`config.mk`:
```
export PLATFORM = sky130hd
export DESIGN_NAME = miu_cache_flat
export DESIGN_NICKNAME = d
export VERILOG_FILES = /design/src/rtl/miu_cache_if.sv /design/src/rtl/miu_cache.sv /design/src/flat_wrapper.sv
export SDC_FILE = /design/constraint.sdc
export NUM_CORES = 1
export LEC_CHECK = 0
export BUFFER_PORTS_ARGS = -buffer_cell sky130_fd_sc_hd__buf_2
export CAP_MARGIN = 30
export CORE_MARGIN = 4
export CORE_UTILIZATION = 25
export CTS_CLUSTER_SIZE = 8
export DETAILED_ROUTE_END_ITERATION = 8
export GPL_ROUTABILITY_DRIVEN = 0
export PLACE_DENSITY = 0.48
export RECOVER_POWER = 25
export SYNTH_ARGS = -nofsm -noshare
export SYNTH_HDL_FRONTEND = slang
export SYNTH_SLANG_ARGS = --single-unit
```
`constraint.sdc`:
```
create_clock -name clk -period 3.78 [get_ports clk]
set_input_delay 1.134 -clock clk [delete_from_list [all_inputs] [get_ports clk]]
set_output_delay 1.134 -clock clk [all_outputs]
set_load 0.02 [all_outputs]
```
`src/rtl/miu_cache_if.sv`:
```
// MIU request/response channel and backing-memory channel of the byte cache.
interface miu_cache_if #(
    parameter int unsigned ADDR_W = 16
);
    logic              cache_req_valid;
    logic              cache_req_ready;
    logic              cache_req_we;
    logic [ADDR_W-1:0] cache_req_addr;
    logic [7:0]        cache_req_write;
    logic              cache_resp_valid;
    logic [7:0]        cache_resp_data;
    logic              mem_req_valid;
    logic              mem_req_ready;
    logic              mem_req_we;
    logic [ADDR_W-1:0] mem_req_addr;
    logic [7:0]        mem_req_wdata;
    logic              mem_resp_valid;
    logic [7:0]        mem_resp_data;

    modport slave (
        input  cache_req_valid, cache_req_we, cache_req_addr, cache_req_write,
               mem_req_ready, mem_resp_valid, mem_resp_data,
        output cache_req_ready, cache_resp_valid, cache_resp_data,
               mem_req_valid, mem_req_we, mem_req_addr, mem_req_wdata
    );

    modport master (
        output cache_req_valid, cache_req_we, cache_req_addr, cache_req_write,
               mem_req_ready, mem_resp_valid, mem_resp_data,
        input  cache_req_ready, cache_resp_valid, cache_resp_data,
               mem_req_valid, mem_req_we, mem_req_addr, mem_req_wdata
    );
endinterface

```
`src/rtl/miu_cache.sv`:
```
// Direct-mapped, write-through, no-write-allocate byte cache answering one MIU
// request at a time; read misses refill a whole line byte by byte from memory.
module miu_cache #(
    parameter int unsigned ADDR_W     = 16,
    parameter int unsigned LINE_BYTES = 4,
    parameter int unsigned NUM_LINES  = 16
) (
    input  logic         clk,
    input  logic         reset,
    miu_cache_if.slave   bus
);
    localparam int unsigned OFF_W = $clog2(LINE_BYTES);
    localparam int unsigned IDX_W = $clog2(NUM_LINES);
    localparam int unsigned TAG_W = ADDR_W - OFF_W - IDX_W;
    localparam logic [OFF_W-1:0] LAST_BEAT = OFF_W'(LINE_BYTES - 1);

    typedef enum logic [2:0] {
        IDLE, LOOKUP, REFILL_REQ, REFILL_WAIT, WRITE_REQ, WRITE_WAIT, RESPOND
    } state_e;

    state_e               state_q, state_d;
    logic                 we_q, we_d;
    logic [ADDR_W-1:0]    addr_q, addr_d;
    logic [7:0]           wdata_q, wdata_d;
    logic [OFF_W-1:0]     beat_q, beat_d;
    logic [NUM_LINES-1:0] valid_q, valid_d;
    logic                 resp_valid_q, resp_valid_d;
    logic [7:0]           resp_data_q, resp_data_d;
    logic                 mreq_valid_q, mreq_valid_d;
    logic                 mreq_we_q, mreq_we_d;
    logic [ADDR_W-1:0]    mreq_addr_q, mreq_addr_d;
    logic [7:0]           mreq_wdata_q, mreq_wdata_d;

    logic [7:0]           data_mem [NUM_LINES][LINE_BYTES];
    logic [TAG_W-1:0]     tag_mem  [NUM_LINES];
    logic                 data_we, tag_we;
    logic [OFF_W-1:0]     data_off;
    logic [7:0]           data_wr;

    logic [OFF_W-1:0]     req_off;
    logic [IDX_W-1:0]     req_idx;
    logic [TAG_W-1:0]     req_tag;
    logic                 hit;

    assign req_off = addr_q[OFF_W-1:0];
    assign req_idx = addr_q[OFF_W +: IDX_W];
    assign req_tag = addr_q[ADDR_W-1 -: TAG_W];
    assign hit     = valid_q[req_idx] && (tag_mem[req_idx] == req_tag);

    always_comb begin
        state_d      = state_q;
        we_d         = we_q;
        addr_d       = addr_q;
        wdata_d      = wdata_q;
        beat_d       = beat_q;
        valid_d      = valid_q;
        resp_data_d  = resp_data_q;
        mreq_addr_d  = mreq_addr_q;
        mreq_wdata_d = mreq_wdata_q;
        data_we      = 1'b0;
        tag_we       = 1'b0;
        data_off     = beat_q;
        data_wr      = bus.mem_resp_data;

        case (state_q)
            IDLE: begin
                if (bus.cache_req_valid) begin
                    we_d    = bus.cache_req_we;
                    addr_d  = bus.cache_req_addr;
                    wdata_d = bus.cache_req_write;
                    state_d = LOOKUP;
                end
            end
            LOOKUP: begin
                if (!we_q) begin
                    if (hit) begin
                        resp_data_d = data_mem[req_idx][req_off];
                        state_d     = RESPOND;
                    end else begin
                        valid_d[req_idx] = 1'b0;
                        beat_d           = '0;
                        state_d          = REFILL_REQ;
                    end
                end else begin
                    // write-through: update a resident line, never allocate
                    if (hit) begin
                        data_we  = 1'b1;
                        data_off = req_off;
                        data_wr  = wdata_q;
                    end
                    state_d = WRITE_REQ;
                end
            end
            REFILL_REQ: begin
                if (bus.mem_req_ready) state_d = REFILL_WAIT;
            end
            REFILL_WAIT: begin
                if (bus.mem_resp_valid) begin
                    data_we = 1'b1;
                    if (beat_q == LAST_BEAT) begin
                        valid_d[req_idx] = 1'b1;
                        tag_we           = 1'b1;
                        // the requested byte may be the one arriving right now
                        resp_data_d = (req_off == beat_q) ? bus.mem_resp_data
                                                          : data_mem[req_idx][req_off];
                        state_d     = RESPOND;
                    end else begin
                        beat_d  = beat_q + OFF_W'(1);
                        state_d = REFILL_REQ;
                    end
                end
            end
            WRITE_REQ: begin
                if (bus.mem_req_ready) state_d = WRITE_WAIT;
            end
            WRITE_WAIT: begin
                if (bus.mem_resp_valid) begin
                    resp_data_d = wdata_q;
                    state_d     = RESPOND;
                end
            end
            RESPOND: state_d = IDLE;
            default: state_d = IDLE;
        endcase

        // registered outputs follow the state being entered
        resp_valid_d = (state_d == RESPOND);
        mreq_valid_d = (state_d == REFILL_REQ) || (state_d == WRITE_REQ);
        mreq_we_d    = (state_d == WRITE_REQ);
        if (state_d == REFILL_REQ) mreq_addr_d = {req_tag, req_idx, beat_d};
        if (state_d == WRITE_REQ) begin
            mreq_addr_d  = addr_q;
            mreq_wdata_d = wdata_q;
        end
    end

    always_ff @(posedge clk or posedge reset) begin
        if (reset) begin
            state_q      <= IDLE;
            we_q         <= 1'b0;
            addr_q       <= '0;
            wdata_q      <= '0;
            beat_q       <= '0;
            valid_q      <= '0;
            resp_valid_q <= 1'b0;
            resp_data_q  <= '0;
            mreq_valid_q <= 1'b0;
            mreq_we_q    <= 1'b0;
            mreq_addr_q  <= '0;
            mreq_wdata_q <= '0;
        end else begin
            state_q      <= state_d;
            we_q         <= we_d;
            addr_q       <= addr_d;
            wdata_q      <= wdata_d;
            beat_q       <= beat_d;
            valid_q      <= valid_d;
            resp_valid_q <= resp_valid_d;
            resp_data_q  <= resp_data_d;
            mreq_valid_q <= mreq_valid_d;
            mreq_we_q    <= mreq_we_d;
            mreq_addr_q  <= mreq_addr_d;
            mreq_wdata_q <= mreq_wdata_d;
        end
    end

    always_ff @(posedge clk) begin
        if (data_we) data_mem[req_idx][data_off] <= data_wr;
        if (tag_we)  tag_mem[req_idx] <= req_tag;
    end

    assign bus.cache_req_ready  = (state_q == IDLE);
    assign bus.cache_resp_valid = resp_valid_q;
    assign bus.cache_resp_data  = resp_data_q;
    assign bus.mem_req_valid    = mreq_valid_q;
    assign bus.mem_req_we       = mreq_we_q;
    assign bus.mem_req_addr     = mreq_addr_q;
    assign bus.mem_req_wdata    = mreq_wdata_q;
endmodule

```
`src/flat_wrapper.sv`:
```
// flat-port wrapper written by rule: the top's interface ports become plain ports
module miu_cache_flat 
#(
    parameter int unsigned ADDR_W     = 16,
    parameter int unsigned LINE_BYTES = 4,
    parameter int unsigned NUM_LINES  = 16
)
  (clk, reset, bus_cache_req_valid, bus_cache_req_we, bus_cache_req_addr, bus_cache_req_write, bus_mem_req_ready, bus_mem_resp_valid, bus_mem_resp_data, bus_cache_req_ready, bus_cache_resp_valid, bus_cache_resp_data, bus_mem_req_valid, bus_mem_req_we, bus_mem_req_addr, bus_mem_req_wdata);
  miu_cache_if #(.ADDR_W(ADDR_W)) bus_i ();
  input  logic clk;
  input  logic reset;
  input wire logic [$bits(bus_i.cache_req_valid)-1:0] bus_cache_req_valid;
  input wire logic [$bits(bus_i.cache_req_we)-1:0] bus_cache_req_we;
  input wire logic [$bits(bus_i.cache_req_addr)-1:0] bus_cache_req_addr;
  input wire logic [$bits(bus_i.cache_req_write)-1:0] bus_cache_req_write;
  input wire logic [$bits(bus_i.mem_req_ready)-1:0] bus_mem_req_ready;
  input wire logic [$bits(bus_i.mem_resp_valid)-1:0] bus_mem_resp_valid;
  input wire logic [$bits(bus_i.mem_resp_data)-1:0] bus_mem_resp_data;
  output wire logic [$bits(bus_i.cache_req_ready)-1:0] bus_cache_req_ready;
  output wire logic [$bits(bus_i.cache_resp_valid)-1:0] bus_cache_resp_valid;
  output wire logic [$bits(bus_i.cache_resp_data)-1:0] bus_cache_resp_data;
  output wire logic [$bits(bus_i.mem_req_valid)-1:0] bus_mem_req_valid;
  output wire logic [$bits(bus_i.mem_req_we)-1:0] bus_mem_req_we;
  output wire logic [$bits(bus_i.mem_req_addr)-1:0] bus_mem_req_addr;
  output wire logic [$bits(bus_i.mem_req_wdata)-1:0] bus_mem_req_wdata;
  assign bus_i.cache_req_valid = bus_cache_req_valid;
  assign bus_i.cache_req_we = bus_cache_req_we;
  assign bus_i.cache_req_addr = bus_cache_req_addr;
  assign bus_i.cache_req_write = bus_cache_req_write;
  assign bus_i.mem_req_ready = bus_mem_req_ready;
  assign bus_i.mem_resp_valid = bus_mem_resp_valid;
  assign bus_i.mem_resp_data = bus_mem_resp_data;
  assign bus_cache_req_ready = bus_i.cache_req_ready;
  assign bus_cache_resp_valid = bus_i.cache_resp_valid;
  assign bus_cache_resp_data = bus_i.cache_resp_data;
  assign bus_mem_req_valid = bus_i.mem_req_valid;
  assign bus_mem_req_we = bus_i.mem_req_we;
  assign bus_mem_req_addr = bus_i.mem_req_addr;
  assign bus_mem_req_wdata = bus_i.mem_req_wdata;
  miu_cache #(.ADDR_W(ADDR_W), .LINE_BYTES(LINE_BYTES), .NUM_LINES(NUM_LINES)) u_core (.clk(clk), .reset(reset), .bus(bus_i));
endmodule
```
==> Yosys cells after proc, flatten, opt, wreduce, memory -nomap -nowiden <==
Memory sizes are Yosys's and may differ from the RTL's.
Cells that the tools add are included.
{ "totals": {"out_inout_bits": 36, "mem_bits_rw": 672, "elab_cells": 107, "in_bits": 38, "regBits": 81, "mem_count": 2} }
{ "op_classes": {"addsub": 1, "reduce_logical": 11, "muxes": 54, "n_bitwise": 5, "magnitude_cmp": 5, "eq_ne": 17} }
{ "memory_table": {"columns": ["memory", "depth", "word_bits", "read_ports", "rd_ports_with_merged_regs", "write_ports", "line", "source"], "rows": [
  ["u_core.data_mem", 16, 32, 1, 0, 1, "miu_cache.sv:34", "logic [7:0] data_mem [NUM_LINES][LINE_BYTES];"],
  ["u_core.tag_mem", 16, 10, 1, 0, 1, "miu_cache.sv:35", "logic [TAG_W-1:0] tag_mem [NUM_LINES];"]
]} }
{ "ops": {"columns": ["cell", "n"], "rows": [
  ["two-way mux 16 bit", 6],
  ["two-way mux 8 bit", 12],
  ["two-way mux 32 bit", 1],
  ["case mux 16 bit (2 select lines)", 1],
  ["two-way mux 3 bit", 8],
  ["case mux 8 bit (3 select lines)", 1],
  ["case mux 3 bit (6 select lines)", 1],
  ["bitwise AND 16 bit", 1],
  ["binary-select mux 8 bit (select 2 bit)", 1],
  ["demux 8 bit (select 2 bit)", 1],
  ["NOT 16 bit", 1],
  ["OR 16 bit", 1],
  ["two-way mux 2 bit", 7],
  ["== test 3 bit, second input constant", 4],
  ["two-way mux 1 bit", 11],
  ["== test 10 bit", 1],
  ["== test 3 x 2 -> 1 bit, second input constant", 3],
  ["inequality test 2 bit, second input constant", 4],
  [">= comparator 3 bit, second input constant", 2],
  ["NOT 2 -> 3 bit", 2],
  ["AND reduction 6 bit", 1],
  ["< comparator 4 x 5 -> 1 bit, second input constant", 1],
  ["AND reduction 5 bit", 1],
  ["binary-select mux 1 bit (select 4 bit)", 1],
  ["other kinds (16)", 20]
]} }

==> Longest topological paths before layout <==
Gate-level depths: netlist (run 1).
{ "logic_depth": {"depth_word": 12, "mapped_depth": 15, "mapped_depth_nobuf": 10} }

==> Least setup slack after synthesis (run 1) <==
Ideal clock, no wire load.
{ "synth_path": {"kind": "register to register", "start": "reg u_core.addr_q[3]", "end": "mem u_core.data_mem[14][0] (netlist bit) (enable)", "slack_ns": 0.179, "n_path_buf": 4, "arrival_time_ns": 3.231, "setup_ns": 0.370, "period_less_slack_ns": 3.601, "required_ns": 3.410, "path_stages_with_launch": 13, "cell_sequence": "dfrtp_1 buf_4 buf_4 mux4_2 a221oi_1 xor2_1 o2111ai_1 nor4_1 nand3_1 buf_2 o31a_1 clkbuf_1 nor2_1"} }
{ "synth_via": {"elab_chain_cells": 12, "elab_cells_between_ends": 19, "cone_classes": "2 x order compare; 1 x eq/ne; 12 x mux; 1 x bitwise; 2 x reduce/logical; 1 x memory"} }
{ "synth_lines": {"columns": ["item", "line", "source"], "rows": [
  ["start, declared", "miu_cache.sv:23", "logic [ADDR_W-1:0] addr_q, addr_d;"],
  ["start signal, assigned", "miu_cache.sv:154", "addr_q <= addr_d;"],
  ["memory read (16 x 10 bit) / binary-select mux 1 bit (select 4 bit) (equally long branches)", null, null],
  ["== test 10 bit / two-way mux 1 bit (equally long branches)", "miu_cache.sv:48", "assign hit = valid_q[req_idx] && (tag_mem[req_idx] == req_tag);"],
  ["logical AND 1 bit", "miu_cache.sv:48", null],
  ["two-way mux 2 bit", "miu_cache.sv:86", "if (hit) begin"],
  ["two-way mux 2 bit", "miu_cache.sv:75", "if (!we_q) begin"],
  ["two-way mux 2 bit", "miu_cache.sv:65", "case (state_q)"],
  ["NOT 2 -> 3 bit (not written as such)", "miu_cache.sv:168", "if (data_we) data_mem[req_idx][data_off] <= data_wr;"],
  [">= comparator 3 bit (not written as such) / < comparator 3 x 1 -> 1 bit (equally long branches)", "miu_cache.sv:168", null],
  ["logical AND 1 bit (not written as such)", "miu_cache.sv:168", null],
  ["two-way mux 8 bit (not written as such)", "miu_cache.sv:168", null],
  ["demux 8 bit (select 2 bit)", "miu_cache.sv:168", null],
  ["two-way mux 32 bit (not written as such)", "miu_cache.sv:168", null],
  ["end, declared", "miu_cache.sv:34", null]
]} }
Several ways; a longest one is shown, not always the timed one. The select of a mux whose other input is x is not followed.

==> Final worst setup path (run 1) <==
{ "layout_path": {"start": "reg u_core.addr_q[2]", "end": "reg u_core.mreq_addr_q[14] (netlist: u_core.bus.mem_req_addr[14])"} }
{ "layout_via": {"elab_chain_cells": 8, "elab_cells_between_ends": 12, "cone_classes": "3 x eq/ne; 6 x mux; 2 x reduce/logical; 1 x memory"} }
{ "layout_lines": {"columns": ["item", "line", "source"], "rows": [
  ["memory read (16 x 10 bit) / binary-select mux 1 bit (select 4 bit) (equally long branches)", null, null],
  ["== test 10 bit / two-way mux 1 bit (equally long branches)", "miu_cache.sv:48", null],
  ["logical AND 1 bit *", "miu_cache.sv:48", null],
  ["two-way mux 3 bit *", "miu_cache.sv:76", "if (hit) begin"],
  ["two-way mux 3 bit *", "miu_cache.sv:75", null],
  ["case mux 3 bit (6 select lines) *", "miu_cache.sv:65", null],
  ["== test 3 bit / == test 3 x 2 -> 1 bit (equally long branches)", "miu_cache.sv:131, miu_cache.sv:130", null],
  ["two-way mux 16 bit / nonzero test 2 bit (equally long branches)", null, null],
  ["end signal, assigned", "miu_cache.sv:162", "mreq_addr_q <= mreq_addr_d;"],
  ["end, declared", "miu_cache.sv:31", "logic [ADDR_W-1:0] mreq_addr_q, mreq_addr_d;"]
]} }
Every way passes the cells marked *; elsewhere a longest branch is shown, timed or not. The select of a mux whose other input is x is not followed.
A chain may end at the register's enable or synchronous reset.

==> run metrics, run 1 <==
main flop type after synthesis=edfxtp_1; Clk Latency, worst-skew pair=660 ps; P&R area growth vs syn=24.48%; Worst Setup Path Type=register to register; fin crit period=3857 ps; post-synthesis register bit count=753; Fin. Hold Viols=0; grt total ovfl=0; fin. max-slew vios=31; peak supply drop=0.3886 mV; register area share after synthesis=0.7463; Worst R2R Start=u_core.addr_q[2]; Design Power=0.02825 W; Max Root-Sink Buffers=3; Worst Hold Slack=483.9 ps; post-route setup slack=-76.50 ps; status=finished, violations left; TritonCTS Sinks=753; Tot GR Track Use=0.1262; synthesized net count=1489; Worst slew margin=-0.1674; die width=353 µm; final-stage net count=1806; vias=15390; R2R cell count=17; initial DRC count=1373; Worst Path Required=4310 ps; Pre-antenna DRT Iters=6; Die Y=353 µm; first-pass GRT wire length=117000 µm; Worst Tran Pin Value=1742 ps; P_leak=12.17 nW; Post-synth EDFFs=672; Top delay family on crit path=buffers and inverters; failing checks=capacitance limit, slew limit, setup timing; Port Buffers=73; placed cells=3192; Buffers & Inverters on Critical Path=8; mean post-synth cell area=20.51 µm²; Tightest Hold Check Type=register to register; Max stage delay cell, worst path=dfrtp_4; unrepaired setup endpoints after global routing=true; Starting Density=0.2520; fillers=11330; routed length per placed instance=23.49 µm; Worst-path clk slew=50 ps; WP data arrival=4390 ps; FFs w/ async S/R, synth=0.1076; Max-Cap Viols=1; worst-path fanout max=18; initial antenna violation count=2; Hold EP=u_core.bus.mem_req_addr[6]; Startpoint Class=register; Synth Cell Area=0.02976 mm²; cell row count=126; DRT antenna net count=0; CTS tree=yes; vias in the first global route=16470; worst hold path stage count=1; IO Pins=74; Cell variety after synth=58; final wirelength=79120 µm; Root Buffer=clkbuf_16; most frequent cells in the layout=edfxtp_1 (672), mux4_2 (190), buf_4 (144), clkbuf_16 (106), dfrtp_1 (77); pwr/cell area=762.5 mW/mm²; Final period util=1.020; CP max stage delay=520 ps; final setup fails=46; commonest non-fill, non-tap cell in the layout=edfxtp_1; filler-free cell count of the finished design=3368; core area=0.1181 mm²; hold buffers post-CTS=0; critical path cell sequence=buf_12, buf_4, and2_1, a22o_1, a221oi_2, buf_4, xor2_2, o2111ai_2, buf_4, buf_6, o41ai_4, buf_4, o31ai_4, inv_4, mux2i_4, buf_12, mux2_2; critical path's most frequent cell=buf_4; CTS Buf Count=104; Layout Skew=34.24 ps; HPWL Detailed=51270 µm; layout cells sized above 1=0.3834; die footprint=0.1246 mm²; H-tree depth=3; largest net degree at the start of global routing=65; Critical Path End Type=register; vias per std cell=4.568; R2R Path End=u_core.bus.mem_req_addr[14]; Synth Instances=1451; f_max=259.3 MHz; # DRC=0; worst hold start=u_core.bus.mem_req_addr[6]; R2R setup slack=-80 ps; synth warn=0
[layer usage]
layer | track usage | vias to the layer above | wire [µm]
met1 | 0.1752 | 8219 | 35310
met5 | 0 | - | 0
li1 | - | 6636 | -
met3 | 0.02267 | 112 | 4034
met4 | 0.03320 | 0 | 1790
met2 | 0.2049 | 419 | 37990
[where the power goes]
part	switching, W	internal (W)
sequential	0.000575	0.00991
combinational	0.00496	0.00430
clock	0.00337	0.00513
[through the flow]
step | setup TNS [ps] | setup WS [ps] | utilization | area (µm²)
6_report | -1110 | -76.50 | 0.3137 | 37040
5_1_grt | -96260 | -228.6 | 0.3137 | 37040
4_1_cts | -19220 | -114.6 | 0.3125 | 36900
3_5_place_dp | -357440 | -476.9 | 0.2843 | 33570
3_3_place_gp | -395600 | -523.7 | 0.2841 | 33550
2_1_floorplan | 0 | 178.8 | - | 29760
[cells in the mapped netlist, types with 2 or more instances]
library cell | n | area, µm²
xnor2_1 | 5 | 43.79
mux4_2 | 190 | 4279
buf_4 | 6 | 45.04
inv_1 | 12 | 45.04
a2111oi_0 | 2 | 17.52
o41ai_1 | 2 | 17.52
or4_1 | 2 | 15.01
o31a_1 | 4 | 35.03
buf_6 | 6 | 67.56
mux2_2 | 45 | 506.7
o22ai_1 | 4 | 25.02
nor2_1 | 98 | 367.9
o21ai_1 | 8 | 40.04
nor2b_1 | 10 | 62.56
a21oi_1 | 20 | 100.1
nand3_1 | 14 | 70.07
edfxtp_1 | 672 | 20180
nand2_1 | 31 | 116.4
a22oi_1 | 16 | 120.1
buf_1 | 6 | 22.52
mux2i_1 | 43 | 430.4
mux2_1 | 8 | 90.09
xor2_1 | 5 | 43.79
o21ai_0 | 36 | 180.2
nand2b_1 | 5 | 31.28
o221ai_1 | 2 | 17.52
nor3_1 | 4 | 20.02
a22o_1 | 3 | 26.28
a221oi_1 | 6 | 52.55
clkbuf_1 | 42 | 157.7
nor3b_1 | 2 | 15.01
and2_1 | 7 | 43.79
a221o_1 | 2 | 20.02
a222oi_1 | 8 | 80.08
a21o_1 | 2 | 15.01
dfrtp_1 | 81 | 2027
nand3b_1 | 2 | 15.01
buf_2 | 20 | 100.1
[kinds of logic after synthesis]
| group | share of synthesized area |
|---|---|
| flops | 0.7463 |
| mux | 0.1791 |
| simple gates | 0.02809 |
| compound gates | 0.02868 |
| buf+inv | 0.01493 |
| xor+xnor | 0.002943 |
[registers in the layout, indices dropped and copies added, names as in the netlist, named ones only]
| signal | flops |
|---|---|
| u_core.beat_q | 2 |
| u_core.bus.cache_resp_valid | 1 |
| u_core.wdata_q | 8 |
| u_core.we_q | 1 |
| u_core.bus.cache_resp_data | 8 |
| u_core.bus.mem_req_wdata | 8 |
| u_core.data_mem | 512 |
| u_core.state_q | 3 |
| u_core.addr_q | 16 |
| u_core.tag_mem | 160 |
| u_core.bus.mem_req_valid | 1 |
| u_core.bus.mem_req_addr | 16 |
| u_core.bus.mem_req_we | 1 |
[repair_timing]
| item | CTS | global route |
|---|---|---|
| buffers inserted | 6 | 0 |
| gates cloned | 0 | 0 |
| resized for setup | 77 | 42 |
| pin swaps | 7 | 3 |
| setup endpoints to repair | 1050 | 1050 |
[layout make-up]
cell class | instances | area, µm² | share of cell area
tap | 1536 | 1922 | 0.05188
antenna | 1 | 2.502 | 0.00006756
multi-input combinational | 605 | 7408 | 0.2000
timing repair buffer | 291 | 2489 | 0.06719
clock buffer | 162 | 2863 | 0.07729
clock inverter | 7 | 87.58 | 0.002365
inverter | 13 | 52.55 | 0.001419
sequential | 753 | 22220 | 0.5998
[worst register-to-register path: cells and delay by family (launching register included)]
family | cells | cell delay, ps
compound gates | 5 | 940
xor+xnor | 1 | 150
buf+inv | 8 | 1310
flops | 1 | 520
mux | 2 | 610
simple gates | 1 | 220
[worst max path at each step]
stage               slack, ps  depth (start not counted)                           to              from
floorplan                 180                         12       u_core.data_mem[14][0]  u_core.addr_q[3]
global placement         -520                         14       u_core.data_mem[2][28]  u_core.addr_q[3]
detailed placement       -480                         14       u_core.data_mem[2][29]  u_core.addr_q[3]
CTS                      -110                         15       u_core.data_mem[4][24]  u_core.addr_q[3]
global route             -230                         17  u_core.bus.mem_req_addr[14]  u_core.addr_q[2]
finish                    -80                         17  u_core.bus.mem_req_addr[14]  u_core.addr_q[2]
Power figures use the tool's default switching activity.
==> run 2, diff against run 1 <==
--- a/config.mk
+++ b/config.mk
@@ -9,6 +9,7 @@
 export CAP_MARGIN = 30
 export CORE_MARGIN = 4
 export CORE_UTILIZATION = 25
+export CTS_BUF_LIST = sky130_fd_sc_hd__clkbuf_16
 export CTS_CLUSTER_SIZE = 8
 export DETAILED_ROUTE_END_ITERATION = 8
 export GPL_ROUTABILITY_DRIVEN = 0
==> run metrics, run 2 (synthesis results as in run 1) <==
Max Root-Sink Buffers=3 (unchanged); DR top layer=met4; Combinational Power Share=0.330 (+0.002); pwr/cell area=759.2 mW/mm² (-0.44%); TritonCTS Sinks=753 (unchanged); Worst Path Required=4310 ps (about the same); post-route setup slack=-78.34 ps (-1.832 ps); critical path cell sequence=buf_12, buf_4, and2_1, a22o_1, a221oi_2, buf_4, xor2_2, o2111ai_2, buf_4, buf_6, o41ai_4, buf_4, o31ai_4, inv_4, mux2i_4, buf_12, mux2_2; Worst slew margin=-0.1722 (-0.004832); HPWL Detailed=51270 µm (unchanged); CTS tree=yes; Worst-path clk slew=50 ps (about the same); Top delay family on crit path=buffers and inverters; grt total ovfl=0 (unchanged); max FFs per register=512 (unchanged); Biggest register=u_core.data_mem; Layout Skew=34.21 ps (-0.03260 ps); first-pass GRT wire length=117000 µm (about the same); sequential share of power=0.373 (+0.002); Fin. Hold Viols=0 (unchanged); Worst Tran Pin Value=1749 ps (+7.208 ps); core area=0.1181 mm² (unchanged); final wirelength=79230 µm (+0.14%); die footprint=0.1246 mm² (unchanged); P_leak=12.40 nW (+1.9%); Clk Latency, worst-skew pair=660 ps (about the same); vias=15420 (+0.24%); final-stage net count=1806 (unchanged); initial DRC count=1447 (+5.4%); Max stage delay cell, worst path=dfrtp_4; clock share of power=0.297 (-0.004); unrepaired setup endpoints after global routing=true; status=finished, violations left; Port Buffers=73 (unchanged); met3 WL=3937 µm (-2.4%); Startpoint Class=register; Starting Density=0.2520 (unchanged); failing checks=capacitance limit, slew limit, setup timing; hold buffers post-CTS=0 (unchanged); IO Pins=74 (unchanged); critical path's most frequent cell=buf_4; largest net degree at the start of global routing=65 (unchanged); Final period util=1.021 (about the same); Worst Hold Slack=483.9 ps (+0.002000 ps); fin. max-slew vios=31 (unchanged); DRT antenna net count=0 (unchanged); final setup fails=42 (-8.7%); cell row count=126 (unchanged); worst-path fanout max=18 (unchanged); die width=353 µm (unchanged); Root Buffer=clkbuf_16; Top Registers=u_core.data_mem x512, u_core.tag_mem x160; Tot GR Track Use=0.1262 (unchanged); M1 WL=35470 µm (+0.45%); vias in the first global route=16480 (+0.091%); Critical Path End Type=register; routed length per placed instance=23.52 µm (+0.14%); CTS Buf Count=104 (unchanged); Switching Fraction=0.3178 (+0.002460); Max-Cap Viols=1 (unchanged); H-tree depth=3 (unchanged); fin crit period=3858 ps (+1.832 ps); vias per std cell=4.579 (+0.24%); commonest non-fill, non-tap cell in the layout=edfxtp_1; met2 wire len=37990 µm (about the same); layout cells sized above 1=0.3823 (-0.001092); setup TNS=-1253 ps (-142.2 ps); pre-CTS setup slack=-476.9 ps (unchanged); peak supply drop=0.3882 mV (-0.11%); Buffers & Inverters on Critical Path=8 (unchanged); P_int=0.01918 W (-0.81%); Tightest Hold Check Type=register to register; Placed Area=0.03357 mm² (unchanged); most frequent cells in the layout=edfxtp_1 (672), mux4_2 (190), buf_4 (142), clkbuf_16 (106), dfrtp_1 (77); # DRC=0 (unchanged); Die Y=353 µm (unchanged); f_max=259.2 MHz (about the same); initial antenna violation count=2 (unchanged); Design Area, Final=0.03704 mm² (about the same); P&R area growth vs syn=24.47% (about the same); Pre-antenna DRT Iters=5 (-1); WP data arrival=4380 ps (about the same); fin util=0.3137 (about the same); Worst Setup Path Type=register to register; NetSw=0.008935 W (+0.33%); R2R setup slack=-80 ps (about the same); CP max stage delay=520 ps (about the same)
[run 2: cell types whose count changed in the layout (fill, tap and decap cells not counted)]
cell	delta
nor2_2	-1
clkbuf_1	-55
buf_4	-2
inv_1	+56
buf_6	+1
nor2_1	+1
[run 2: through the flow]
stage          instances  total power [W]
6_report            3368          0.02812
5_1_grt             3368          0.02939
4_1_cts             3367          0.02848
3_5_place_dp        3192          0.01956
3_3_place_gp        3190          0.01951
2_1_floorplan       1451          0.01599
[run 2: area by class of cell]
type,instances,area [µm²]
Antenna cell,1,2.502
Clock buffer,106,2653
Clock inverter,63,297.8
Fill cell,11340,81040
Inverter,13,52.55
Multi-Input combinational cell,605,7406
Sequential cell,753,22220
Tap cell,1536,1922
Timing Repair Buffer,291,2489
[run 2: layer usage]
| metal | global-route usage | vias to the layer above |
|---|---|---|
| met5 | 0 | - |
| met4 | 0.03320 | 0 |
| met3 | 0.02267 | 114 |
| met2 | 0.2052 | 447 |
| met1 | 0.1750 | 8231 |
| li1 | - | 6631 |
[run 2: path summary, 6_finish.rpt]
path                                             from                           to  cells after the start
max                                  u_core.addr_q[2]  u_core.bus.mem_req_addr[15]                     17
min                        u_core.bus.mem_req_addr[6]   u_core.bus.mem_req_addr[6]                      1
max reg2reg                          u_core.addr_q[2]  u_core.bus.mem_req_addr[15]                     17
min reg2reg                u_core.bus.mem_req_addr[6]   u_core.bus.mem_req_addr[6]                      1
max in group asynchronous                       reset             u_core.addr_q[3]                      3
min in group asynchronous                       reset             u_core.addr_q[8]                      2
[run 2: repair_timing]
action                     4_1_cts  5_1_grt
setup endpoints to repair     1050     1050
resized for setup               77       42
setup buffers                    6        0
pin swaps                        7        3
gates cloned                     0        0
[run 2: power by group through the flow]
stage | Clock, W | Sequential (W) | Combinational [W]
finish | 0.00835 | 0.0105 | 0.00927
global route | 0.00897 | 0.0106 | 0.00987
CTS | 0.00860 | 0.0105 | 0.00939
detailed placement | 0 | 0.0107 | 0.00889
global placement | 0 | 0.0106 | 0.00887
floorplan | 0 | 0.0106 | 0.00536
==> run 3, diff against run 2 <==
--- a/config.mk
+++ b/config.mk
@@ -5,14 +5,16 @@
 export SDC_FILE = /design/constraint.sdc
 export NUM_CORES = 1
 export LEC_CHECK = 0
+export ABC_AREA = 0
 export BUFFER_PORTS_ARGS = -buffer_cell sky130_fd_sc_hd__buf_2
 export CAP_MARGIN = 30
 export CORE_MARGIN = 4
 export CORE_UTILIZATION = 25
 export CTS_BUF_LIST = sky130_fd_sc_hd__clkbuf_16
-export CTS_CLUSTER_SIZE = 8
+export CTS_CLUSTER_SIZE = 25
 export DETAILED_ROUTE_END_ITERATION = 8
 export GPL_ROUTABILITY_DRIVEN = 0
+export GPL_TIMING_DRIVEN = 0
 export PLACE_DENSITY = 0.48
 export RECOVER_POWER = 25
 export SYNTH_ARGS = -nofsm -noshare
==> run metrics, run 3 (synthesis results as in run 1) <==
status=finished, violations left; failing checks=capacitance limit, slew limit, setup timing; Design Area, Final=0.03780 mm² (+2.0%); routed length per placed instance=25.81 µm (+9.7%); pwr/cell area=743.0 mW/mm² (-2.1%); Critical Path End Type=register; cell row count=126 (unchanged); final wirelength=86370 µm (+9.0%); clock share of power=0.266 (-0.031); Max stage delay cell, worst path=mux4_2; Tot GR Track Use=0.1328 (+0.006597); CTS Buf Count=78 (-25%); Worst Path Required=4100 ps (-210 ps); Tightest Hold Check Type=register to register; Stages on worst setup path=15 (-2); layout cells sized above 1=0.4036 (+0.02134); CP max stage delay=520 ps (about the same); Pre-antenna DRT Iters=5 (unchanged); grt total ovfl=0 (unchanged); R2R Path End=u_core.data_mem[8][31]; die width=353 µm (unchanged); critical path's most frequent cell=buf_12; Worst Hold Slack=492.8 ps (+8.890 ps); Clk Latency, worst-skew pair=640 ps (-20 ps); Buffers & Inverters on Critical Path=6 (-2); first-pass GRT wire length=119900 µm (+2.5%); Max-Cap Viols=1 (unchanged); TritonCTS Sinks=753 (unchanged); core area=0.1181 mm² (unchanged); critical path cell sequence=buf_6, buf_8, buf_12, mux4_2, a22oi_2, o22ai_2, a311oi_2, o2111ai_2, nor4_4, nand3_2, buf_4, o31a_4, buf_12, nor2_4, buf_12; CTS tree=yes; final setup fails=721 (+1600%); Root Buffer=clkbuf_16; P_leak=12.30 nW (-0.78%); HPWL Detailed=56920 µm (+11%); Switching Fraction=0.3390 (+0.02121); H-tree depth=3 (unchanged); Port Buffers=73 (unchanged); fin. max-slew vios=39 (+26%); NetSw=0.009520 W (+6.5%); initial antenna violation count=1 (-1); most frequent cells in the layout=edfxtp_1 (672), mux4_2 (190), clkbuf_16 (88), buf_2 (78), dfrtp_1 (78); worst hold start=u_core.bus.mem_req_addr[8]; P&R area growth vs syn=27.02%; vias per std cell=4.701 (+2.7%); Worst Setup Path Type=register to register; Die Y=353 µm (unchanged); Starting Density=0.2520 (unchanged); sequential share of power=0.376 (+0.003); Design Power=0.02808 W (-0.12%); vias=15730 (+2.0%); max FFs per register=512 (unchanged); final-stage net count=1786 (-1.1%); Placed Area=0.03249 mm² (-3.2%); Worst Tran Pin Value=2132 ps (+383.2 ps); Top delay family on crit path=compound AO/OA/AOI/OAI gates; vias in the first global route=16390 (-0.58%); initial DRC count=1588 (+9.7%); commonest non-fill, non-tap cell in the layout=edfxtp_1; post-route setup slack=-140.7 ps (-62.41 ps); # DRC=0 (unchanged); f_max=255.1 MHz (-1.6%); Final period util=1.037 (+0.01651); R2R setup slack=-140 ps (-60 ps); hold buffers post-CTS=0 (unchanged); Ant. Diodes=0 (-1); worst-path fanout max=10 (-8); setup TNS=-53650 ps (-52400 ps); fin crit period=3921 ps (+62.41 ps); DRT antenna net count=0 (unchanged); Worst slew margin=-0.4291 (-0.2568); peak supply drop=0.3574 mV (-7.9%); P_int=0.01856 W (-3.2%); Hold EP=u_core.bus.mem_req_addr[8]; largest net degree at the start of global routing=49 (-25%); Startpoint Class=register; die footprint=0.1246 mm² (unchanged); Biggest register=u_core.data_mem; Max Root-Sink Buffers=3 (unchanged); worst hold path stage count=1 (unchanged); WP data arrival=4240 ps (-140 ps); IO Pins=74 (unchanged); Worst-path clk slew=60 ps (about the same); Top Registers=u_core.data_mem x512, u_core.tag_mem x160; Worst R2R Start=u_core.addr_q[2]; Layout Skew=40.55 ps (+6.338 ps); Fin. Hold Viols=0 (unchanged); R2R cell count=15 (-2); unrepaired setup endpoints after global routing=true; Combinational Power Share=0.357 (+0.027)
## run 3: cell types whose count changed in the layout (fill, tap and decap cells not counted), sizes merged, moves of 2 or more
cell	before	now
clkinv	2	33
mux2	53	55
clkinvlp	2	6
bufinv	0	6
clkbuf	114	124
bufbuf	0	2
buf	283	247
inv	72	32
## run 3: how the worst max path moves through the flow
| stage | from | to | slack, ps |
|---|---|---|---|
| after floorplan | u_core.addr_q[3] | u_core.data_mem[14][0] | 180 |
| after global placement | u_core.addr_q[4] | u_core.data_mem[9][11] | -1710 |
| after detailed placement | u_core.addr_q[4] | u_core.data_mem[10][11] | -1620 |
| after CTS | u_core.addr_q[2] | u_core.data_mem[5][3] | -120 |
| after global routing | u_core.addr_q[2] | u_core.data_mem[9][12] | -270 |
| final | u_core.addr_q[2] | u_core.data_mem[8][31] | -140 |
## run 3: power groups by stage
stage | combinational, W | clock, W | sequential [W]
CTS | 0.0100 | 0.00764 | 0.0106
detailed placement | 0.00882 | 0 | 0.0107
global placement | 0.00862 | 0 | 0.0107
finish | 0.0100 | 0.00748 | 0.0106
global route | 0.0105 | 0.00799 | 0.0106
floorplan | 0.00536 | 0 | 0.0106
## run 3: what timing repair did
action | in CTS | in global routing
resized for setup | 284 | 31
gates cloned | 5 | 9
pin swaps | 53 | 38
buffers inserted | 77 | 23
endpoints found under the hold margin | 0 | 0
endpoints found under the setup margin | 1215 | 986
## run 3: layout make-up
class                      count  area [µm²]
fill                       11200       80280
sequential                   753       22210
tap                         1536        1922
timing repair buffer         216        2529
multi-input combinational    607        7854
clock inverter                64       508.0
clock buffer                  79        1977
buffer                        79       744.5
inverter                      13       52.55
## run 3: routing by layer
metal  part of all wire  vias up  GRT usage
met5                  0        -          0
met2               0.50      450     0.2248
met4              0.020        0    0.03345
met1               0.42     8576     0.1725
li1                   -     6600          -
met3              0.055      107    0.03083
## run 3: through the flow
stage            util  instances  setup slack, ps
3_3_place_gp   0.2714       3060            -1706
2_1_floorplan       -       1451            178.8
3_5_place_dp   0.2752       3091            -1619
6_report       0.3201       3347           -140.7
4_1_cts        0.3155       3315           -121.7
5_1_grt        0.3201       3347           -274.7
## run 3: worst reg2reg max path, cell delays in order, from the launching register on
cell and delay [ps]:
dfrtp_1 340, buf_6 140, buf_8 140, buf_12 120, mux4_2 530, a22oi_2 180
o22ai_2 100, a311oi_2 320, o2111ai_2 230, nor4_4 280, nand3_2 180, buf_4 180
o31a_4 410, buf_12 200, nor2_4 140, buf_12 160
